`src/rtl/h_u_cla12_sub_pipe.sv`:
```
// ---------------------------------------------------------------------------
// h_u_cla12_sub_pipe
//   Two-stage pipelined unsigned subtractor: diff = a - b, formed as
//   a + ~b + 1 with carry-lookahead groups. Stage 1 resolves the low SPLIT
//   bits and the group carry; stage 2 resolves the upper bits and the
//   borrow (inverted carry-out). Valid/ready handshakes on both sides.
//
//   Optional build macro: H_U_CLA12_SUB_SAT_EN
//     defined   -> a borrowing result is clamped to {1'b1, 0}
//     undefined -> the difference wraps modulo 2^WIDTH
//
// Ports
//   clk        clock, rising edge
//   rst_n      asynchronous reset, active-low
//   in_valid   a/b valid this cycle
//   in_ready   block accepts a/b this cycle (combinational from out_ready)
//   a, b       minuend / subtrahend, unsigned, WIDTH bits
//   out_valid  out holds a result
//   out_ready  consumer takes the result this cycle
//   out        {borrow, difference[WIDTH-1:0]}
// ---------------------------------------------------------------------------
module h_u_cla12_sub_pipe #(
   parameter int WIDTH = 12,
   parameter int SPLIT = 6
) (
   input  logic             clk,
   input  logic             rst_n,
   input  logic             in_valid,
   output logic             in_ready,
   input  logic [WIDTH-1:0] a,
   input  logic [WIDTH-1:0] b,
   output logic             out_valid,
   input  logic             out_ready,
   output logic [WIDTH:0]   out
);
   localparam int HI = WIDTH - SPLIT;

   // Carry into bit position top+1 in flat lookahead form:
   // g[top] | p[top]g[top-1] | ... | p[top..0]cin
   function automatic logic lookahead(input logic [WIDTH-1:0] p,
                                      input logic [WIDTH-1:0] g,
                                      input logic             cin,
                                      input int               top);
      logic acc;
      logic run;
      acc = 1'b0;
      run = 1'b1;
      for (int j = WIDTH - 1; j >= 0; j--) begin
         if (j <= top) begin
            acc = acc | (run & g[j]);
            run = run & p[j];
         end
      end
      return acc | (run & cin);
   endfunction

   // ---------------- stage 1: low group, cin = 1 ----------------
   logic [SPLIT-1:0] bn_lo;
   logic [SPLIT-1:0] p_lo;
   logic [SPLIT-1:0] g_lo;
   logic [SPLIT-1:0] diff_lo;
   logic [SPLIT:0]   c_lo;

   assign bn_lo   = ~b[SPLIT-1:0];
   assign c_lo[0] = 1'b1;

   genvar gi;
   generate
      for (gi = 0; gi < SPLIT; gi++) begin : gen_lo
         assign p_lo[gi]     = a[gi] ^ bn_lo[gi];
         assign g_lo[gi]     = a[gi] & bn_lo[gi];
         assign c_lo[gi+1]   = lookahead(WIDTH'(p_lo), WIDTH'(g_lo), 1'b1, gi);
         assign diff_lo[gi]  = p_lo[gi] ^ c_lo[gi];
      end
   endgenerate

   logic             s1_valid_reg,   s1_valid_next;
   logic [SPLIT-1:0] s1_diff_lo_reg, s1_diff_lo_next;
   logic             s1_c_split_reg, s1_c_split_next;
   logic [HI-1:0]    s1_a_hi_reg,    s1_a_hi_next;
   logic [HI-1:0]    s1_bn_hi_reg,   s1_bn_hi_next;

   // ---------------- stage 2: high group, cin = c_split ----------------
   logic [HI-1:0] p_hi;
   logic [HI-1:0] g_hi;
   logic [HI-1:0] diff_hi;
   logic [HI:0]   c_hi;
   logic          borrow;
   logic [WIDTH:0] result;

   assign c_hi[0] = s1_c_split_reg;

   generate
      for (gi = 0; gi < HI; gi++) begin : gen_hi
         assign p_hi[gi]    = s1_a_hi_reg[gi] ^ s1_bn_hi_reg[gi];
         assign g_hi[gi]    = s1_a_hi_reg[gi] & s1_bn_hi_reg[gi];
         assign c_hi[gi+1]  = lookahead(WIDTH'(p_hi), WIDTH'(g_hi), s1_c_split_reg, gi);
         assign diff_hi[gi] = p_hi[gi] ^ c_hi[gi];
      end
   endgenerate

   // No carry out of a + ~b + 1 means b was larger.
   assign borrow = ~c_hi[HI];

`ifdef H_U_CLA12_SUB_SAT_EN
   assign result = borrow ? {1'b1, {WIDTH{1'b0}}} : {1'b0, diff_hi, s1_diff_lo_reg};
`else
   assign result = {borrow, diff_hi, s1_diff_lo_reg};
`endif

   logic           out_valid_reg, out_valid_next;
   logic [WIDTH:0] out_reg,       out_next;

   // ---------------- handshake ----------------
   logic advance1;
   logic advance2;
   logic in_xfer;

   assign advance2 = ~out_valid_reg | out_ready;
   assign advance1 = ~s1_valid_reg | (s1_valid_reg & advance2);
   assign in_ready = advance1;
   assign in_xfer  = in_valid & advance1;

   always_comb begin
      s1_valid_next   = s1_valid_reg;
      s1_diff_lo_next = s1_diff_lo_reg;
      s1_c_split_next = s1_c_split_reg;
      s1_a_hi_next    = s1_a_hi_reg;
      s1_bn_hi_next   = s1_bn_hi_reg;
      out_valid_next  = out_valid_reg;
      out_next        = out_reg;

      if (advance1) begin
         s1_valid_next = in_valid;
      end
      if (in_xfer) begin
         s1_diff_lo_next = diff_lo;
         s1_c_split_next = c_lo[SPLIT];
         s1_a_hi_next    = a[WIDTH-1:SPLIT];
         s1_bn_hi_next   = ~b[WIDTH-1:SPLIT];
      end

      if (advance2) begin
         out_valid_next = s1_valid_reg;
         // Data only moves with a real result so out holds its last value.
         if (s1_valid_reg) begin
            out_next = result;
         end
      end
   end

   always_ff @(posedge clk or negedge rst_n) begin
      if (!rst_n) begin
         s1_valid_reg   <= 1'b0;
         s1_diff_lo_reg <= '0;
         s1_c_split_reg <= 1'b0;
         s1_a_hi_reg    <= '0;
         s1_bn_hi_reg   <= '0;
         out_valid_reg  <= 1'b0;
         out_reg        <= '0;
      end else begin
         s1_valid_reg   <= s1_valid_next;
         s1_diff_lo_reg <= s1_diff_lo_next;
         s1_c_split_reg <= s1_c_split_next;
         s1_a_hi_reg    <= s1_a_hi_next;
         s1_bn_hi_reg   <= s1_bn_hi_next;
         out_valid_reg  <= out_valid_next;
         out_reg        <= out_next;
      end
   end

   assign out_valid = out_valid_reg;
   assign out       = out_reg;

endmodule

```
`config.mk`:
```
export PLATFORM = sky130hd
export DESIGN_NAME = h_u_cla12_sub_pipe
export DESIGN_NICKNAME = d
export VERILOG_FILES = /design/src/rtl/h_u_cla12_sub_pipe.sv
export SDC_FILE = /design/constraint.sdc
export NUM_CORES = 1
export LEC_CHECK = 0
export CORE_MARGIN = 5
export CORE_UTILIZATION = 55
export CTS_BUF_LIST = sky130_fd_sc_hd__clkbuf_4
export DETAILED_ROUTE_END_ITERATION = 6
export GPL_ROUTABILITY_DRIVEN = 1
export GPL_TIMING_DRIVEN = 0
export HOLD_SLACK_MARGIN = 0.12
export PLACE_DENSITY = 0.88
export SYNTH_ARGS = -nofsm -noshare
export SYNTH_HDL_FRONTEND = slang
export SYNTH_SLANG_ARGS = --single-unit
```
`constraint.sdc`:
```
create_clock -name clk -period 4.4 [get_ports clk]
set_input_delay 1.32 -clock clk [delete_from_list [all_inputs] [get_ports clk]]
set_output_delay 1.32 -clock clk [all_outputs]
set_load 0.005 [all_outputs]
```
## Word-level counts from Yosys, hierarchy flattened

Cells that the tools add are included.

- Register bits after elaboration: 34
- Input bits: 28
- Output and inout port bits: 15
- Logic and storage cells: 161

- Bitwise operators: 153
- Reductions and logical operators: 1

Operator list:

| kind | count |
|---|---|
| bitwise AND 1 bit | 80 |
| OR 1 bit | 44 |
| XOR 1 bit | 23 |
| inverter 6 bit | 2 |
| inverter 1 bit | 4 |
| AND reduction 2 bit | 1 |

## Depth between registers and ports, before layout

Gate-level depths: netlist of run 1.

- Depth in word-level cells: 9
- Depth in mapped cells: 6
- Depth with buffers taken out: 6

## Worst setup path before layout of run 1

OpenSTA, ideal clock, no wires.

- Path type: input -> output
- From: input out_ready
- To: output in_ready
- Arrival: 1.474 ns
- Data required time: 3.080 ns
- Path slack: 1.606 ns
- Stages: 1
- Path buffers: 0
- Cells stage by stage: nand3b_4

- Word-level cells in the longest chain between the ends: 3

Ends and longest elaborated chain:

| what | RTL line | source |
|---|---|---|
| from (decl) | 33 | `input logic out_ready,` |
| OR 1 bit | 119 | `assign advance2 = ~out_valid_reg \| out_ready;` |
| bitwise AND 1 bit | 120 | `assign advance1 = ~s1_valid_reg \| (s1_valid_reg & advance2);` |
| OR 1 bit | 120 |  |
| to (decl) | 29 | `output logic in_ready,` |

No other way between the ends.

## Worst setup path in the final report of run 1

Ends and elaborated chain as after synthesis.

==> results of run 1 <==
==> layer usage <==
| metal | routed length, um | track usage, % |
|---|---|---|
| met2 | 2026 | 36.39 |
| met1 | 1520 | 21.66 |
| met3 | 189 | 3.373 |
| met4 | 99 | 10.38 |
| met5 | 0 | 0 |
==> stage by stage <==
| stage | power, W | std cells | setup slack, ps |
|---|---|---|---|
| 2_1_floorplan | 0.0005931 | 166 | 1606 |
| 4_1_cts | 0.0009280 | 260 | 620.4 |
| 3_3_place_gp | 0.0007400 | 252 | 631.1 |
| 6_report | 0.0009206 | 260 | 623.1 |
| 3_5_place_dp | 0.0007612 | 252 | 622.1 |
| 5_1_grt | 0.0009818 | 260 | 602.8 |
==> worst max-delay path, stage by stage <==
cell             delay (ps)
clkdlybuf4s50_1         470
nand3b_4                160
clkdlybuf4s50_1         510
==> final cells by class <==
type | instances | area (sq um)
inverters | 14 | 52.55
flip-flops and latches | 34 | 850.8
multi-input cells | 113 | 845.8
plain buffers | 5 | 30.03
well taps | 44 | 55.05
clock buffers | 6 | 45.04
repair buffers | 42 | 415.4
fillers | 214 | 774.5
clock inverters | 2 | 8.758
==> final timing paths <==
| kind | start | endpoint |
|---|---|---|
| worst min-delay path | s1_diff_lo_reg[0] | s1_diff_lo_reg[0] |
| worst max-delay path | out_ready | in_ready |
| max in group asynchronous | rst_n | out[5] |
| worst max register to register | s1_bn_hi_reg[0] | out[10] |
| worst min register to register | s1_diff_lo_reg[0] | s1_diff_lo_reg[0] |
| min in group asynchronous | rst_n | s1_a_hi_reg[0] |
==> power groups by stage <==
| stage | Sequential, W | Combinational (W) | Clock [W] |
|---|---|---|---|
| 4_1_cts | 0.000428 | 0.000330 | 0.000170 |
| 2_1_floorplan | 0.000429 | 0.000164 | 0 |
| 3_5_place_dp | 0.000434 | 0.000327 | 0 |
| 5_1_grt | 0.000437 | 0.000360 | 0.000185 |
| 6_report | 0.000427 | 0.000327 | 0.000167 |
| 3_3_place_gp | 0.000429 | 0.000311 | 0 |
==> logic make-up (layout without fill, tap and decap cells) <==
| kind of cell | Yosys count | in the layout | synth area share [%] |
|---|---|---|---|
| and+or+nand+nor | 43 | 43 | 12.45 |
| AOI/OAI and AO/OA | 39 | 39 | 14.63 |
| DFF | 34 | 34 | 47.82 |
| buffers and inverters | 19 | 69 | 4.641 |
| adders and majority gates | 15 | 15 | 10.97 |
| muxes | 12 | 12 | 7.525 |
| xor gates and xnor gates | 4 | 4 | 1.969 |
==> cells in the final DEF, fill, tap and decap left out, drive strengths merged <==
cell           synthesis  routed
nor3                   4       4
and3                   2       2
mux2                  11      11
buf                    4       5
nand2b                 3       3
clkdlybuf4s50          0      41
mux2i                  1       1
nor3b                  1       1
nand3                  2       2
a21o                   2       2
o21bai                 2       2
a311oi                 1       1
xor2                   3       3
a21oi                  6       6
a211o                  1       1
nand3b                 1       1
nor2                   3       3
o311ai                 1       1
o31ai                  3       3
fa                     1       1
xnor2                  1       1
dfrtp                 34      34
a2111o                 2       2
nand2                 21      21
a21boi                 1       1
nor2b                  1       1
or3                    1       1
a211oi                 1       1
clkinv                 0       2
and4                   1       1
o31a                   1       1
ha                    14      14
o21ai                 16      16
o21a                   1       1
nand4                  2       2
and2                   1       1
clkbuf                 1       7
inv                   14      14
o211ai                 1       1
==> results.md, run 1 <==
Outcome:
- The run finished with clean final reports.

Yosys:
- The number of enable flip-flop cells after synthesis is 0.
- The sequential cell area fraction in the yosys report is 47.82%.
- The most common cell in the synthesized netlist is dfrtp_1.
- The mean cell area of the mapped netlist is 10.72 sq um.
- After synthesis, the netlist uses 40 different library cells.
- Among all flip-flop cells after synthesis, the most frequent one is dfrtp_1.
- During synthesis, Yosys emitted a total of 0 warnings.
- dfrtp_1 takes more of the synthesized area than any other cell.
- Of all flip-flops after synthesis, the portion carrying an async set or reset was 100.0%.
- The cell count after synthesis came out at 166.
- Yosys attributes the largest share of cell area to dfrtp_1 (48%), ha_1 (9.8%), mux2_2 (7.0%), o21ai_0 (4.5%), nand2_1 (4.4%).
- The cell area after synthesis is 0.001779 sq mm.
- When the netlist entered floorplanning its net count stood at 209.
- The fraction of synthesized cell area taken by the top area cell type is 47.82%.
- Sorting the synthesized cells by how often they occur yields dfrtp_1 (34), nand2_1 (21), o21ai_0 (16), ha_1 (14), inv_1 (14).
- In this run, synthesis produced a sequential element count of 34.

Cells and area:
- The utilization after layout is 74.84%.
- At the end of the flow, the number of nets in the layout was 258.
- Once layout is done, the placed cells without fillers occupy 0.002303 sq mm.
- Compared with the post-synthesis result, the final layout area differs by 29.47%.
- The fraction of final layout cells sized beyond drive strength 1 is 12.96%.
- The register with the most flip-flops in the layout has 13 of them.
- The number of diodes is 0.

Critical path:
- The launching element type of the critical path is an input pin.
- Data arrives at the worst endpoint at 2460 ps.
- The largest fanout on the critical path is 6.
- The data required time at the worst endpoint is 3080 ps.
- The worst reg-to-reg path cell count is 5.
- The worst setup path is of the input pin to primary output kind.
- The slack of the worst reg-to-reg path is 2600 ps.
- The type of element capturing the critical path is a primary output.

Pwr:
- Combinational logic burns 35.5% of the power.
- In this run, flip-flops and latches consume 46.3% of the power.
- The internal portion of the total power is 0.0006412 W.
- The ratio of total power to cell area is 399.7 mW/mm^2.
- In this run the power spent charging and discharging nets is 0.0002793 W.
- The clock network burns 18.1% of the power.
- The analysis attributes to cell leakage a power of 1.066 nW.
- The fraction of power spent switching nets is 30.34%.
- The maximum VDD drop is 211.6 uV.

Global route:
- The global-route wire length before repair is 6.603 mm.
- After global routing the overflow that remains totals 0.
- Entering global routing, the biggest net connects 35 pins.
- The via count of the first global-routing pass is 1485.
- The global router's overall resource usage is 19.89%.
- The initial antenna violation count is 0.

STA:
- Summed over all failing endpoints, the final setup total negative slack is 0 ps.
- The worst path uses 85.84% of the clock period.
- The number of hold violations in the final report is 0.
- Setup violations remaining at the end of the flow were counted as 0.
- Based on the critical path, the design can be clocked at up to 264.8 MHz.
- At the pin with the least slew margin, the transition time is 733.4 ps.
- The tightest slew margin relative to the limit is 51.11%.
- Setup repair after global routing left no endpoint under its margin.
- The post-route minimum period is 3777 ps.
- The number of pins exceeding their max-slew limit in the final report is 0.
- Final hold analysis gives a worst-case slack of 485.1 ps.
- The worst clock skew on the final layout is 9.512 ps.

Floorplanning:
- The I/O pin count is 43.
- From bottom edge to top edge, the die measures 66.88 um.
- The initial utilization of the core area, before any placement, comes to 57.80%.
- The total number of placement rows is 20.
- The floorplan step defined a die boundary enclosing 0.004472 sq mm.
- After floorplanning, the core was sized to cover 0.003078 sq mm.
- Measured along the x axis, the die boundary spans 66.88 um.

Worst hold path:
- The number of stages on the worst hold path is 2.
- The min-delay analysis places its worst path in the category flip-flop to flip-flop.

Clocking:
- The latest clock arrival within the worst-skew pair is 340 ps.
- Clock-pin slew was measured on the worst setup and hold paths at 90 ps.
- The total setup buffers inserted after CTS is 0.
- In this run the deepest clock path goes through 2 buffers.
- The clock tree synthesis step divided the H-tree into 2 levels.
- The cell sitting at the root of the clock tree is a clkbuf_4.
- The clock tree from TritonCTS is done.
- The number of gates resized after CTS was 0.
- Clock tree synthesis found a total of 34 sinks.
- The number of hold buffers added after cts is 0.
- TritonCTS created 5 clock buffers.

Drt:
- The final wirelength is 3.834 mm.
- The first detailed-routing pass took 4 iterations.
- The per-cell routed wire length is 14.75 um.
- In this run, the number of DRC markers left after iteration 0 of detailed routing was 61.
- For this run, design rule violations remaining after detail routing come to 0.
- The routed layout has 1404 vias.
- The count of nets left with antenna violations once routing finished came out at 0.
- The per-cell via count in the routed design is 5.400.

Placed design:
- The weighted congestion reported at the end of routability-driven placement is 0.9110.
- The wire-length estimate of the detail-placed layout is 3.020 mm.
- The number of port buffers is 42.
- The cell area reported after detailed placement is 0.002250 sq mm.

Run:
- Across the run, the number of max-cap violations was 0.
Note: power is estimated with default switching activity, not from simulation.
==> run 2: changes to the inputs <==
--- a/config.mk
+++ b/config.mk
@@ -13,6 +13,7 @@
 export GPL_TIMING_DRIVEN = 0
 export HOLD_SLACK_MARGIN = 0.12
 export PLACE_DENSITY = 0.88
+export SLEW_MARGIN = 20
 export SYNTH_ARGS = -nofsm -noshare
 export SYNTH_HDL_FRONTEND = slang
 export SYNTH_SLANG_ARGS = --single-unit
==> results of run 2 <==
Same layout as run 1: the final DEF is identical, and so are final timing and power.
==> run 3: changes to the inputs <==
--- a/config.mk
+++ b/config.mk
@@ -8,8 +8,9 @@
 export CORE_MARGIN = 5
 export CORE_UTILIZATION = 55
 export CTS_BUF_LIST = sky130_fd_sc_hd__clkbuf_4
+export CTS_CLUSTER_SIZE = 14
 export DETAILED_ROUTE_END_ITERATION = 6
-export GPL_ROUTABILITY_DRIVEN = 1
+export GPL_ROUTABILITY_DRIVEN = 0
 export GPL_TIMING_DRIVEN = 0
 export HOLD_SLACK_MARGIN = 0.12
 export PLACE_DENSITY = 0.88
==> constraint.sdc (replaced) <==
create_clock -name clk -period 4.4 [get_ports clk]
set_input_delay 0.88 -clock clk [delete_from_list [all_inputs] [get_ports clk]]
set_output_delay 0.88 -clock clk [all_outputs]
set_load 0.005 [all_outputs]
==> results of run 3 <==
Same layout as run 1 (identical final DEF). Status: completed.
Among the figures that moved: setup slack after placement 622.1 ps -> 1502 ps; setup slack after layout 623.1 ps -> 1503 ps
